==> config.mk <==
export PLATFORM = sky130hd
export DESIGN_NAME = codebook_b3_f_decoder
export DESIGN_NICKNAME = d
export VERILOG_FILES = /design/src/rtl/codebook_b3_f_decoder.sv
export SDC_FILE = /design/constraint.sdc
export NUM_CORES = 1
export LEC_CHECK = 0
export BUFFER_PORTS_ARGS = -buffer_cell sky130_fd_sc_hd__buf_4
export CAP_MARGIN = 30
export CORE_MARGIN = 2
export CORE_UTILIZATION = 30
export DETAILED_ROUTE_END_ITERATION = 8
export HOLD_SLACK_MARGIN = 0.05
export PLACE_DENSITY = 0.53
export SLEW_MARGIN = 25
export SYNTH_ARGS = -nofsm -noshare
export SYNTH_HDL_FRONTEND = slang
export SYNTH_SLANG_ARGS = --single-unit
==> constraint.sdc <==
create_clock -name clk_i -period 3.4 [get_ports clk_i]
set_input_delay 0.34 -clock clk_i [delete_from_list [all_inputs] [get_ports clk_i]]
set_output_delay 0.34 -clock clk_i [all_outputs]
set_load 0.02 [all_outputs]
==> src/rtl/codebook_b3_f_decoder.sv <==
// Bit-serial decoder for the terminating codewords of flush codebook 3.
// Optional handshake counter enabled by CODEBOOK_B3_F_DECODER_STATS_EN.
module codebook_b3_f_decoder #(
    parameter int CODEBOOK_LENGTH_MAX = 64,
    parameter int ENCODE_DATALENGTH   = 21
) (
    input  logic                           clk_i,
    input  logic                           rst_i,
    input  logic                           clear_i,
    input  logic                           bit_i,
    input  logic                           bit_valid_i,
    output logic                           bit_ready_o,
    output logic                           out_valid_o,
    input  logic                           out_ready_i,
    output logic [5:0]                     ap_cnt_o,
    output logic [CODEBOOK_LENGTH_MAX-1:0] ap_data_o,
    output logic [5:0]                     cw_length_o,
    output logic [ENCODE_DATALENGTH-1:0]   cw_data_o,
    output logic                           err_o
`ifdef CODEBOOK_B3_F_DECODER_STATS_EN
    ,
    output logic [15:0]                    cw_count_o
`endif
);

    typedef enum logic [1:0] {
        COLLECT = 2'd0,
        HOLD    = 2'd1,
        ERR     = 2'd2
    } state_t;

    state_t state, state_next;

    logic [ENCODE_DATALENGTH-2:0] sr;
    logic [5:0]                   cnt;
    logic [ENCODE_DATALENGTH-1:0] cand;
    logic [5:0]                   n;
    logic                         accept;
    logic                         hit;
    logic [5:0]                   m_cnt;
    logic [15:0]                  m_data;

    assign cand   = {sr, bit_i};
    assign n      = cnt + 6'd1;
    assign accept = (state == COLLECT) && bit_valid_i;

    assign bit_ready_o = (state == COLLECT);
    assign out_valid_o = (state == HOLD);
    assign err_o       = (state == ERR);

    // Only entries whose length equals the bit count are eligible, so upper
    // candidate bits never need masking.
    always_comb begin
        hit    = 1'b0;
        m_cnt  = '0;
        m_data = '0;
        case (n)
            6'd6: begin
                if (cand[5:0] == 6'b101000) begin
                    hit = 1'b1; m_cnt = 6'd1; m_data = 16'h000F;
                end
            end
            6'd8: begin
                case (cand[7:0])
                    8'b11010110: begin hit = 1'b1; m_cnt = 6'd2; m_data = 16'h000F; end
                    8'b11011001: begin hit = 1'b1; m_cnt = 6'd2; m_data = 16'h002F; end
                    default: ;
                endcase
            end
            6'd9: begin
                case (cand[8:0])
                    9'b111011110: begin hit = 1'b1; m_cnt = 6'd2; m_data = 16'h003F; end
                    9'b111100101: begin hit = 1'b1; m_cnt = 6'd3; m_data = 16'h000F; end
                    default: ;
                endcase
            end
            6'd10: begin
                if (cand[9:0] == 10'b1111101100) begin
                    hit = 1'b1; m_cnt = 6'd2; m_data = 16'h004F;
                end
            end
            6'd11: begin
                case (cand[10:0])
                    11'b11111101100: begin hit = 1'b1; m_cnt = 6'd3; m_data = 16'h021F; end
                    11'b11111101101: begin hit = 1'b1; m_cnt = 6'd3; m_data = 16'h022F; end
                    default: ;
                endcase
            end
            6'd12: begin
                case (cand[11:0])
                    12'b111111110100: begin hit = 1'b1; m_cnt = 6'd2; m_data = 16'h006F; end
                    12'b111111110101: begin hit = 1'b1; m_cnt = 6'd3; m_data = 16'h023F; end
                    12'b111111110110: begin hit = 1'b1; m_cnt = 6'd3; m_data = 16'h031F; end
                    12'b111111110111: begin hit = 1'b1; m_cnt = 6'd3; m_data = 16'h032F; end
                    12'b111111111000: begin hit = 1'b1; m_cnt = 6'd3; m_data = 16'h041F; end
                    12'b111111111001: begin hit = 1'b1; m_cnt = 6'd4; m_data = 16'h001F; end
                    12'b111111111010: begin hit = 1'b1; m_cnt = 6'd4; m_data = 16'h002F; end
                    default: ;
                endcase
            end
            6'd13: begin
                case (cand[12:0])
                    13'b1111111111110: begin hit = 1'b1; m_cnt = 6'd4; m_data = 16'h211F; end
                    13'b1111111111111: begin hit = 1'b1; m_cnt = 6'd4; m_data = 16'h221F; end
                    default: ;
                endcase
            end
            default: ;
        endcase
    end

    always_ff @(posedge clk_i) begin
        if (rst_i) begin
            state <= COLLECT;
        end else begin
            state <= state_next;
        end
    end

    always_comb begin
        state_next = state;
        case (state)
            COLLECT: begin
                if (bit_valid_i) begin
                    if (hit) begin
                        state_next = HOLD;
                    end else if (n == 6'd13) begin
                        state_next = ERR;
                    end
                end
            end
            HOLD: begin
                if (out_ready_i) begin
                    state_next = COLLECT;
                end
            end
            ERR:     state_next = ERR;
            default: state_next = COLLECT;
        endcase
        if (clear_i) begin
            state_next = COLLECT;
        end
    end

    always_ff @(posedge clk_i) begin
        if (rst_i || clear_i) begin
            sr  <= '0;
            cnt <= '0;
        end else if (accept) begin
            if (hit || (n == 6'd13)) begin
                sr  <= '0;
                cnt <= '0;
            end else begin
                sr  <= cand[ENCODE_DATALENGTH-2:0];
                cnt <= n;
            end
        end
    end

    always_ff @(posedge clk_i) begin
        if (rst_i) begin
            ap_cnt_o    <= '0;
            ap_data_o   <= '0;
            cw_length_o <= '0;
            cw_data_o   <= '0;
        end else if (accept && hit && !clear_i) begin
            ap_cnt_o    <= m_cnt;
            ap_data_o   <= {{(CODEBOOK_LENGTH_MAX-16){1'b0}}, m_data};
            cw_length_o <= n;
            cw_data_o   <= cand;
        end
    end

`ifdef CODEBOOK_B3_F_DECODER_STATS_EN
    always_ff @(posedge clk_i) begin
        if (rst_i) begin
            cw_count_o <= '0;
        end else if (out_valid_o && out_ready_i) begin
            cw_count_o <= cw_count_o + 16'd1;
        end
    end
`endif

endmodule
==> flow_summary.yaml <==
synthesis:
  yosys-top-cells-count: "nand2_1, dfxtp_1, buf_4"
  synth-seq-area-share_pct: 34.4
  synth.cell_area_um2: 3840
  syn-instance-count: 470
  yosysWarnings: 0
  synthAdderAreaFrac_pct: 1.63
  avgSynthCellArea_um2: 8.17
  synth_area_leaders: "dfxtp_1, buf_4, nand2_1"
  synth_edf_count: 0
  synth-compound-area-share_pct: 13.4
  synthSimpleGateAreaFrac_pct: 24.5
  synth_xor_area_share_pct: 0.228
  yosys.area.top_type_share_pct: 34.4
  synth.distinct_cells: 55
  yosys.area.top_type: "dfxtp_1"
  synth_most_common_cell: "nand2_1"
  synth_top_family_by_area: "simple AND/OR/NAND/NOR gates"
  ys_ff_latch: 66
  ys.flop_type: "dfxtp_1"
  synth_mux_area_share_pct: 9.55
  async_flop_share_pct: 0
layout:
  area_delta_synth_final_pct: 15.4
  antenna_cells: 0
  nNetsFinal: 512
  layout-drive-gt1-share_pct: 16.8
  final_cells: 677
power_and_ir_drop:
  peakVddDrop_uv: 234
  p_total_mw: 1.95
  p_leak_nw: 1.68
  power_density_nw_per_um2: 439
timing:
  setup-tns-final_ps: 0
  fin_skew_ps: 7.98
  slew_viol_final: 0
  clock.fmax_ghz: 0.339
  slew_headroom_pct: 37.8
  grt_setup_unrepaired: "no"
  finalSetupViolCount: 0
  finalCriticalPeriod_ps: 2950
  hold_viol: 0
  timing.final.ws_setup_ps: 451
  holdWs_ps: 278
  worstMarginPinSlew_ps: 933
  post-route-period-util_pct: 86.7
placed_design:
  gp_congestion: 0.876
  hpwl_um: 5910
  port_buffers: 49
  pre_cts_slack_ps: 526
  dp_cells: 662
global_route:
  grt_max_degree: 65
  track_usage_pct: 13.4
  antenna_found_initial: 0
  grt_first_pass_wirelength_um: 14600
  overflow: 0
  grt_pass1_vias: 2823
floorplan:
  num_io_pins: 106
  die_height_um: 117
  rows: 41
  initial_core_util_pct: 30.6
  die_x_um: 117
  core-area_um2: 12600
  die_area_um2: 13700
clocking:
  cts_tree: "built"
  cts_setup_buffers: 0
  postCtsResizedCells: 0
  max-clock-path-buffers: 2
  cts_root_buffer: "clkbuf_16"
  clkTransAtPathRegs_ps: 50
  ctsHoldBuffers: 0
  cts-htree-levels: 3
  clock_latency_ps: 330
  clock-sinks: 66
  cts_made_buffers: 9
worst_setup_path:
  crit_type: "flip-flop to flip-flop"
  required_ps: 3650
  rrSetupSlack_ps: 450
  critPathLaunchType: "flip-flop"
  endpoint_kind: "flip-flop"
  arrival_ps: 3200
  path_max_fanout: 23
detailed_routing:
  num_vias: 3139
  wl_per_cell_um: 13.2
  ant_nets: 0
  routed_via_density: 4.64
  drc: 0
  drt_wl_total_um: 8910
  drt_iter0_drc: 220
  first_pass_iters: 4
worst_hold_path:
  hold_class: "primary input to flip-flop"
status:
  status: "complete, no violations"
flow_run:
  cap_violations: 0
## report_power, final
group          total (mW)  internal (mW)  switching, mW
logic               0.106         0.0115         0.0942
clock network        1.06          0.730          0.331
registers           0.779          0.775        0.00363
## state kept, by name, summed over array words and instances (netlist names)
register,cells
sr,20
cw_length_o,6
cnt,6
cw_data_o,21
state,2
ap_cnt_o,3
ap_data_o,8
## placed cells by master, fill, tap and decap left out, types with 5 or more instances in the layout
master,instances
nand2_1,92
dfxtp_1,66
buf_4,57
conb_1,56
a21oi_1,34
mux2i_1,31
nand4_1,28
nor2b_1,13
nor2_1,12
o21ai_0,11
clkbuf_16,9
and4_1,6
inv_1,5
and2_1,5
mux2_1,5
nand3_1,5
and3_1,5
nand2b_1,5
ha_1,5
## worst paths after layout
kind,from,cells after the start,endpoint
max,cnt[0]$_SDFFE_PP0P_,8,cw_data_o[10]$_SDFFE_PP0P_
min,out_ready_i,3,state[0]$_SDFFE_PP0P_
max reg2reg,cnt[0]$_SDFFE_PP0P_,8,cw_data_o[10]$_SDFFE_PP0P_
min reg2reg,sr[19]$_SDFFE_PP0P_,2,sr[19]$_SDFFE_PP0P_
## critical path: stages, from the launching register on
cell      delay (ps)
dfxtp_1          510
ha_1             370
nand3_2          150
or4b_4           520
a311oi_4         270
a21o_2           180
o31a_1           210
buf_4            400
mux2i_1          250
## layout make-up
class	count	area [um^2]
fillers	1344	8140
multi-input cells	361	2100
clock inverters	5	103
inverters	6	23.8
clock buffers	10	239
repair buffers	57	428
flip-flops and latches	66	1320
well taps	172	215
## layer usage
metal / part of all wire, % / global-route usage (%)
met5: 0 / 0
met4: 2.0 / 5.33
met3: 5.1 / 2.78
met2: 44 / 19.7
met1: 49 / 19.1
## stage by stage
stage | area [um^2] | util (%)
floorplan | 4050 | -
detailed placement | 4090 | 32.5
global route | 4430 | 35.3
CTS | 4430 | 35.2
finish | 4430 | 35.3
global placement | 4090 | 32.5
## cell families after synthesis
group	Yosys count
adders and majority gates	5
AOI/OAI and AO/OA	76
muxes	36
other	1
xor gates and xnor gates	1
buffers and inverters	98
DFF	66
and+or+nand+nor	187
No activity file was read; power rests on OpenSTA's default activity.
